## src/rtl/rr_bus_scheduler.sv

```systemverilog
// Four-requester round-robin bus scheduler with grant hold and one-cycle turnaround.
// Optional forced release after MAX_HOLD cycles: define RR_BUS_SCHED_TIMEOUT_EN.
module rr_bus_scheduler #(
  parameter int unsigned MAX_HOLD = 8
) (
  input  logic       clk,
  input  logic       rst_n,
  input  logic [3:0] req_i,
  output logic [3:0] gnt_o,
  output logic [1:0] gnt_idx_o,
  output logic       gnt_valid_o,
  output logic       timeout_o
);

  typedef enum logic [1:0] {
    IDLE,
    GRANT,
    GAP
  } state_e;

  state_e     state_q, state_d;
  logic [1:0] idx_q, idx_d;
  logic [1:0] last_q, last_d;
  logic       win_vld;
  logic [1:0] win_idx;

`ifdef RR_BUS_SCHED_TIMEOUT_EN
  localparam int CW = (MAX_HOLD > 1) ? $clog2(MAX_HOLD) : 1;
  localparam logic [CW-1:0] CMAX = CW'(MAX_HOLD - 1);

  logic [CW-1:0] cnt_q, cnt_d;
  logic          to_q, to_d;
`endif

  // search starts just after the last owner and ends on it
  always_comb begin : arbiter
    logic [1:0] cand;
    cand    = '0;
    win_vld = 1'b0;
    win_idx = last_q;
    for (int k = 1; k <= 4; k++) begin
      cand = last_q + 2'(k);
      if (!win_vld && req_i[cand]) begin
        win_vld = 1'b1;
        win_idx = cand;
      end
    end
  end

  always_comb begin
    state_d = state_q;
    idx_d   = idx_q;
    last_d  = last_q;
`ifdef RR_BUS_SCHED_TIMEOUT_EN
    cnt_d   = '0;
    to_d    = 1'b0;
`endif
    unique case (state_q)
      IDLE, GAP: begin
        if (win_vld) begin
          state_d = GRANT;
          idx_d   = win_idx;
          last_d  = win_idx;
        end else begin
          state_d = IDLE;
        end
      end
      GRANT: begin
`ifdef RR_BUS_SCHED_TIMEOUT_EN
        cnt_d = cnt_q + CW'(1);
        if (!req_i[idx_q]) begin
          state_d = GAP;
        end else if (cnt_q == CMAX) begin
          state_d = GAP;
          to_d    = 1'b1;
        end
`else
        if (!req_i[idx_q]) begin
          state_d = GAP;
        end
`endif
      end
      default: state_d = IDLE;
    endcase
  end

  always_ff @(posedge clk or negedge rst_n) begin
    if (!rst_n) begin
      state_q <= IDLE;
      idx_q   <= 2'd0;
      last_q  <= 2'd3;
    end else begin
      state_q <= state_d;
      idx_q   <= idx_d;
      last_q  <= last_d;
    end
  end

`ifdef RR_BUS_SCHED_TIMEOUT_EN
  always_ff @(posedge clk or negedge rst_n) begin
    if (!rst_n) begin
      cnt_q <= '0;
      to_q  <= 1'b0;
    end else begin
      cnt_q <= cnt_d;
      to_q  <= to_d;
    end
  end

  assign timeout_o = to_q;
`else
  assign timeout_o = 1'b0;
`endif

  assign gnt_valid_o = (state_q == GRANT);
  assign gnt_idx_o   = idx_q;
  assign gnt_o       = gnt_valid_o ? (4'b0001 << idx_q) : 4'b0000;

endmodule

```

## config.mk

```make
export PLATFORM = sky130hd
export DESIGN_NAME = rr_bus_scheduler
export DESIGN_NICKNAME = d
export VERILOG_FILES = /design/src/rtl/rr_bus_scheduler.sv
export SDC_FILE = /design/constraint.sdc
export NUM_CORES = 1
export LEC_CHECK = 0
export BUFFER_PORTS_ARGS = -buffer_cell sky130_fd_sc_hd__buf_2
export CAP_MARGIN = 20
export CORE_AREA = 2 2 39 41
export DETAILED_ROUTE_END_ITERATION = 10
export DIE_AREA = 0 0 41 43
export GPL_ROUTABILITY_DRIVEN = 0
export HOLD_SLACK_MARGIN = 0.05
export PLACE_DENSITY = 0.51
export SLEW_MARGIN = 20
export SYNTH_ARGS = -nofsm -noshare
export SYNTH_HDL_FRONTEND = slang
export SYNTH_SLANG_ARGS = --single-unit
```

## constraint.sdc

```tcl
create_clock -name clk -period 3.29 [get_ports clk]
set_clock_uncertainty 0.15 [all_clocks]
set_input_delay 0.1645 -clock clk [delete_from_list [all_inputs] [get_ports clk]]
set_output_delay 0.1645 -clock clk [all_outputs]
set_load 0.05 [all_outputs]
```

==> results.yml, run 1 <==
final_layout:
  multiInputGateArea_sq_um: 203
  nFillCells: 154
  drive_above_1_share: 0.404
  diodes: 0
  area_growth_pct: 29.7
  nets: 59
  ff_latch_area_sq_um: 153
logic_synthesis:
  yosys.area.top_type_share: 0.273
  postSynthCellCount: 36
  syn_nets: 42
  synthDistinctLibCells: 22
  ys_seq_area_frac: 0.416
  synth_flop_cell: "dfrtp_1"
  avgSynthCellArea_sq_um: 10.2
  async_reset_ff_frac: 1.00
  synth_largest_area_cell: "dfrtp_1"
  syn_area_sq_um: 367
  yosys_warnings: 0
  synth_edf_count: 0
  synth_area_leaders: "dfrtp_1, dfstp_2, mux4_2, mux2i_1, a2bb2oi_1"
  synth-seq-cells: 6
  netlist_top_cells_count: "dfrtp_1, nor2_1, nand2_1"
detailed_routing:
  maxUsedRoutingLayer: "met3"
  m1WireLength_um: 387
  met2_length_um: 310
  dr.pass1.iters: 3
  drt_iter0_markers: 5
  wl_per_cell_um: 11.0
  route.vias.total: 319
  detail-route-antenna-nets: 0
  wl_um: 748
  drc_errors: 0
  wl_met3_um: 50
  routed_via_density: 4.69
grt:
  grt_usage: 0.108
  grt.overflow.total: 0
  antenna_found_initial: 0
  grt_pass1_vias: 282
  grt_pass1_wl_um: 1260
  grt_max_degree: 8
timing:
  drv_slew: 0
  setup_viol: 0
  hold_viol: 0
  max_clock_freq_mhz: 613
  min_period_ns: 1.63
  rsz0062_at_grt: "false"
  tns_ns: 0
  period_share: 0.496
  hold_slack_ns: 0.112
power:
  vdd_drop_max_mv: 0.478
  power_leakage_nw: 0.230
  power.density_nw_per_um2: 1200
cts:
  cts.sinks: 6
  clk_path_buf_depth: 2
  cts-buffers-inserted: 3
  cts-htree-levels: 1
  clkTransAtPathRegs_ns: 0.05
  cts_tree: "done"
  clk_latency_ns: 0.24
  ctsResizeCount: 0
  clockRootBuffer: "clkbuf_4"
placed_design:
  dp_hpwl_um: 610
  portBuffers: 12
floorplan:
  start_util: 0.265
  core_area_sq_um: 1380
  ioPinCount: 14
  die-area_sq_um: 1760
  die_h_um: 43
  fp-row-count: 14
  die_x_um: 41
min_path:
  hold_class: "in2async"
flow_run:
  maxCapViolations: 0
worst_setup_path:
  required_ns: 2.98
  worstSetupEndpointType: "output pin"
  start_kind: "register"
  worstPathMaxFanout: 4
  critPathKind: "reg2out"
  critPathArrivalTime_ns: 1.32
outcome:
  status: "finished clean"
==> flip-flops by register name (all words and copies together) (netlist names) <==
signal,cells
gnt_idx_o,2
last_q,2
state_q,2
==> placed cells by master (no fill, tap or decap), types with 2 or more instances in the layout <==
master     instances
mux2i_1            2
a211oi_1           2
nand2b_1           2
nand2_1            3
dfrtp_1            4
clkbuf_4           3
a2bb2oi_1          2
buf_2             12
nor2_1             4
dfstp_2            2
nor3b_1            2
==> area by class of cell <==
cell class              instances  share of cell area
clock buffers                   4              0.0553
flip-flops and latches          6               0.321
inverters                       1             0.00789
well taps                      16              0.0421
multi-input cells              28               0.426
repair buffers                 13               0.147
==> report_power, final <==
group | internal [mW] | switching, mW
Combinational | 0.113 | 0.217
Sequential | 0.120 | 0.0495
Clock | 0.0459 | 0.0263
==> per-stage QoR <==
stage	total power, mW	utilization	worst slack, ns	instance area, sq um	instances
final	0.572	0.344	1.66	475	68
after global routing	0.617	0.344	1.58	475	68
after CTS	0.580	0.344	1.65	475	68
after detailed placement	0.503	0.317	1.89	439	63
after global placement	0.503	0.317	1.88	439	63
after floorplan	0.429	-	1.06	367	36
==> cell families after synthesis <==
family          after synthesis  share of synthesized area
simple gates                 15                      0.232
compound gates                9                      0.195
flops                         6                      0.416
mux                           3                      0.116
buf+inv                       2                     0.0307
other cells                   1                     0.0102
==> repair_timing <==
action / in CTS / in global routing
buffers inserted: 0 / 0
hold buffers: 1 / 0
endpoints found under the hold margin: 6 / 0
==> worst max-delay path, stage by stage (launching register included) <==
cell and delay [ns]:
dfrtp_1 0.35, nand2b_1 0.18, inv_1 0.12, and3_2 0.18, buf_2 0.25
==> routing by layer <==
metal / vias up / global-route usage
li1: 161 / -
met1: 146 / 0.162
met2: 12 / 0.134
met3: 0 / 0.0628
met4: 0 / 0.0200
met5: - / 0
==> final timing paths <==
check	from	end	slack (ns)	depth (start not counted)
max in group asynchronous	rst_n	last_q[0]	2.65	2
min in group clk	req_i[3]	gnt_idx_o[0]	0.19	3
worst max-delay path	state_q[1]	gnt_o[3]	1.66	4
worst min register to register	last_q[0]	last_q[0]	0.38	1
worst min-delay path	rst_n	gnt_idx_o[1]	0.11	2
worst max register to register	gnt_idx_o[1]	state_q[0]	1.87	3
Power figures use the tool's default switching activity.
==> run 2: changes to the inputs <==
- ABC_AREA: not set -> 1
- PLACE_DENSITY: 0.51 -> 0.65
- clock period: 3.29 -> 1.7 ns (I/O delays scaled with it)
==> run 2 against run 1 <==
  * Sequential share of layout area decreased by 11 points
  * Register-to-register slack got worse by 1.8 ns
  * Synthesized cell count increased by 140%
  * Wire length increased by 59%
==> results.yml, run 2 <==
final_layout:
  final_common_cell: "nand2_1"
  area_growth_pct: 37.5
  layout_common_cells: "nand2_1, nand2_2, inv_1, buf_2"
  diodes: 0
  instances_no_fill: 121
  drive_above_1_share: 0.419
  nets: 112
grt:
  grt_usage: 0.169
  grt_pass1_vias: 506
  grt.overflow.total: 0
  grt_pass1_wl_um: 2060
  antenna_found_initial: 0
  grt_max_degree: 10
flow_run:
  maxCapViolations: 0
logic_synthesis:
  yosysMostFrequentCell: "nand2_1"
  syn_area_sq_um: 537
  synth_largest_area_cell: "nand2_1"
  postSynthCellCount: 85
  synth_area_leaders: "nand2_1, dfrtp_1, nand2_2, dfstp_2, inv_1"
  ys_seq_area_frac: 0.284
  yosys_warnings: 0
  async_reset_ff_frac: 1.00
  synth_flop_cell: "dfrtp_1"
  synth-seq-cells: 6
  avgSynthCellArea_sq_um: 6.31
  synthDistinctLibCells: 20
  synth_edf_count: 0
  yosys.area.top_type_share: 0.231
  netlist_top_cells_count: "nand2_1, nand2_2, inv_1"
  syn_nets: 91
floorplan:
  core_area_sq_um: 1380
  ioPinCount: 14
  start_util: 0.388
  fp-row-count: 14
  die_h_um: 43
  die_x_um: 41
  die-area_sq_um: 1760
timing:
  tns_ns: 0
  hold_viol: 0
  min_period_ns: 1.62
  setup_viol: 0
  drv_slew: 0
  period_share: 0.954
  rsz0062_at_grt: "true"
  max_clock_freq_mhz: 617
worst_setup_path:
  r2r-start: "last_q[0]"
  required_ns: 1.67
  worstSetupEndpointType: "register"
  startpoint: "last_q[0]"
  critPathArrivalTime_ns: 1.59
  worstPathMaxFanout: 8
  start_kind: "register"
  critPathKind: "reg2reg"
detailed_routing:
  wl_um: 1190
  dr.pass1.iters: 4
  drc_errors: 0
  wl_per_cell_um: 9.83
  routed_via_density: 4.60
  detail-route-antenna-nets: 0
  drt_iter0_markers: 13
  route.vias.total: 557
outcome:
  status: "finished clean"
cts:
  clk_latency_ns: 0.24
  clk_path_buf_depth: 2
  cts-htree-levels: 1
  clkTransAtPathRegs_ns: 0.05
  cts_tree: "done"
  cts-buffers-inserted: 3
  cts.sinks: 6
  clockRootBuffer: "clkbuf_4"
placed_design:
  portBuffers: 12
  dp_hpwl_um: 976
  dp_cells: 112
min_path:
  worstHoldStart: "req_i[2]"
  hold_class: "in2reg"
## run 2: cell types whose count changed in the layout (fill, tap and decap cells not counted), moves of 4 or more
cell | before | now
nand2_1 | 3 | 33
nand2_2 | 0 | 10
inv_1 | 1 | 9
nand3_1 | 0 | 6
buf_4 | 0 | 4
## run 2: worst paths after layout
check | end | slack [ns] | cells past startpoint
worst max-delay path | gnt_idx_o[0] | 0.08 | 11
worst min-delay path | state_q[1] | 0.09 | 4
worst max register to register | gnt_idx_o[0] | 0.08 | 11
worst min register to register | state_q[0] | 0.41 | 3
max in group asynchronous | gnt_idx_o[1] | 0.43 | 4
min in group asynchronous | gnt_idx_o[0] | 0.57 | 3
## run 2: critical path: stages, from the launching register on
cell and delay [ns]:
dfstp_2 0.62, inv_6 0.07, nand2_2 0.08, nand2_2 0.05
nand2_1 0.07, nand2_2 0.06, nor2_2 0.08, nand3_2 0.09
nand2_4 0.10, inv_2 0.04, nand2_2 0.06, nand2_1 0.05
## run 2: final cells by class
class | count | area (sq um)
Sequential cell | 6 | 155
Inverter | 12 | 50.0
Tap cell | 16 | 20.0
Timing Repair Buffer | 19 | 130
Fill cell | 138 | 646
Clock buffer | 4 | 26.3
Multi-Input combinational cell | 64 | 357
## run 2: kinds of logic (layout without fill, tap and decap cells)
kind of cell | after synthesis | after routing | synth area share
AO/OA/AOI/OAI | 5 | 5 | 0.0629
buffers and inverters | 15 | 35 | 0.142
flip-flops | 6 | 6 | 0.284
other | 1 | 1 | 0.00699
AND/OR/NAND/NOR | 58 | 58 | 0.503
## run 2: what timing repair did
action	4_1_cts	5_1_grt
buffers inserted	0	2
hold buffers	3	0
cloned	0	0
setup endpoints to repair	1	6
hold endpoints to repair	6	0
gates resized for setup	1	4
## run 2: layer usage
metal,track usage,share of wire
met1,0.225,0.48
met2,0.263,0.49
met3,0.0314,0.024
met4,0.0600,0
met5,0,0
## run 2: per-stage QoR
stage,cell area [sq um],setup WS (ns),utilization,hold WS [ns]
2_1_floorplan,588,0.0505,-,-0.361
3_3_place_gp,657,0.0227,0.475,-0.236
3_5_place_dp,657,-0.0249,0.475,-0.234
4_1_cts,713,0.0413,0.515,0.0742
5_1_grt,738,-0.0279,0.533,0.0961
6_report,738,0.0781,0.533,0.0897
Power of run 2 is not shown: default switching activity piles up to over one toggle a cycle in this logic, so the estimate is an artifact.
==> run 3: changes to the inputs <==
- CORE_AREA: 2 2 39 41 -> 3 3 40 42
- DIE_AREA: 0 0 41 43 -> 0 0 43 45
- SETUP_SLACK_MARGIN: not set -> 0.15
==> run 3 against run 2 <==
  * Core utilization grew 6.7 points
  * Wire length grew 13%
  * Sequential share of layout area fell by 0.92 points
  * Design area rose by 4.6%
  * Clock-buffer cell count did not move
  * Worst hold slack worse by 0.012 ns
  * Non-clock buffer count stayed put
  * Via count grew 4.8%
  * Global-route usage decreased by 1.7 points
  * Cell count fell by 0.83%
  * Critical path type unchanged
==> results.yml, run 3 (synthesis results as in run 2) <==
worst_setup_path:
  start_kind: "register"
  crit_chain: "inv_6, nand2_2, nand2_2, nand2_1, nand2_2, nor2_2, nand3_2, nand2_4, inv_2, nand2_2, nand2_1"
  crit_path_frequent_cell: "nand2_2"
  path_delay_family: "simple AND/OR/NAND/NOR gates"
  cp_num_buf_inv: 2
  critPathArrivalTime_ns: 1.67
  crit_slowest_cell: "dfstp_2"
  required_ns: 1.68
  critPathKind: "reg2reg"
  slowest_delay_ns: 0.64
  worstPathMaxFanout: 8
  worstSetupEndpointType: "register"
cts:
  cts-htree-levels: 1
  clockRootBuffer: "clkbuf_4"
  cts.sinks: 6
  clk_latency_ns: 0.24
  cts-buffers-inserted: 3
  clkTransAtPathRegs_ns: 0.05
  cts_tree: "done"
  clk_path_buf_depth: 2
timing:
  drv_slew: 0
  period_share: 0.995
  hold_viol: 0
  min_period_ns: 1.69
  setup_viol: 0
  rsz0062_at_grt: "true"
  max_clock_freq_mhz: 591
floorplan:
  die_h_um: 45
  fp-row-count: 13
  ioPinCount: 14
  die_x_um: 43
  die-area_sq_um: 1940
  start_util: 0.418
  core_area_sq_um: 1280
final_layout:
  diodes: 0
  nets: 112
  final_util: 0.601
  nFillCells: 116
  area_growth_pct: 43.8
  drive_above_1_share: 0.476
  layout_common_cells: "nand2_1, nand2_2, buf_2"
  final_common_cell: "nand2_1"
placed_design:
  dp_hpwl_um: 967
  portBuffers: 12
grt:
  grt_max_degree: 10
  antenna_found_initial: 0
  grt_pass1_vias: 567
  grt.overflow.total: 0
  grt_pass1_wl_um: 2170
  grt_usage: 0.152
detailed_routing:
  routed_via_density: 4.87
  drc_errors: 0
  route.vias.total: 584
  dr.pass1.iters: 4
  wl_per_cell_um: 11.2
  drt_iter0_markers: 17
  wl_um: 1340
  detail-route-antenna-nets: 0
min_path:
  hold_class: "in2reg"
flow_run:
  maxCapViolations: 0
outcome:
  status: "finished clean"
==> run 3: cell count changes in the layout (fill, tap and decap cells not counted), sizes merged <==
cell | previous run | this run
buf | 13 | 17
clkbuf | 7 | 4
clkinvlp | 0 | 1
dlymetal6s4s | 1 | 0
inv | 12 | 11
==> run 3: worst reg2reg max path: stages (launching register included) <==
cell,delay (ns)
dfstp_2,0.64
inv_6,0.07
nand2_2,0.08
nand2_2,0.05
nand2_1,0.08
nand2_2,0.06
nor2_2,0.09
nand3_2,0.10
nand2_4,0.12
inv_2,0.04
nand2_2,0.05
nand2_1,0.05
==> run 3: final timing paths <==
kind	start	endpoint	slack (ns)	cells after the start
setup / recovery	last_q[0]	gnt_idx_o[0]	0.009	11
hold / removal	req_i[2]	state_q[1]	0.08	4
setup reg to reg	last_q[0]	gnt_idx_o[0]	0.009	11
hold reg to reg	last_q[1]	last_q[1]	0.39	2
max in group asynchronous	rst_n	gnt_idx_o[0]	0.59	3
min in group asynchronous	rst_n	last_q[0]	0.19	2
==> run 3: per-layer routing <==
metal,part of all wire,up-vias,GRT usage
li1,-,300,-
met1,0.42,269,0.175
met2,0.53,13,0.257
met3,0.034,2,0.0319
met4,0.010,0,0.0964
met5,0,-,0
==> run 3: metrics by stage <==
step / instances / setup WS (ns) / hold slack [ns] / setup TNS, ns / area [sq um]
6_report: 120 / 0.00856 / 0.0780 / 0 / 772
5_1_grt: 120 / -0.0892 / 0.131 / -0.229 / 772
4_1_cts: 117 / 0.0446 / 0.0782 / 0 / 719
3_5_place_dp: 109 / 0.0171 / -0.240 / 0 / 641
3_3_place_gp: 109 / 0.0366 / -0.240 / 0 / 641
2_1_floorplan: 85 / 0.0505 / -0.361 / 0 / 588
==> run 3: cell type report <==
cell class                 instances  area, sq um  area share
clock buffer                       4         26.3      0.0340
timing repair buffer              19          154       0.199
tap                               15         18.8      0.0243
sequential                         6          155       0.201
inverter                          12         53.8      0.0697
multi-input combinational         64          364       0.472
==> run 3: repair_timing <==
| item | 4_1_cts | 5_1_grt |
|---|---|---|
| hold buffers | 2 | 0 |
| setup buffers | 2 | 3 |
| hold endpoints to repair | 6 | 0 |
| gates resized for setup | 8 | 9 |
| setup endpoints to repair | 9 | 9 |
| pin swaps | 1 | 2 |
Power of run 3 is left out for the same reason.
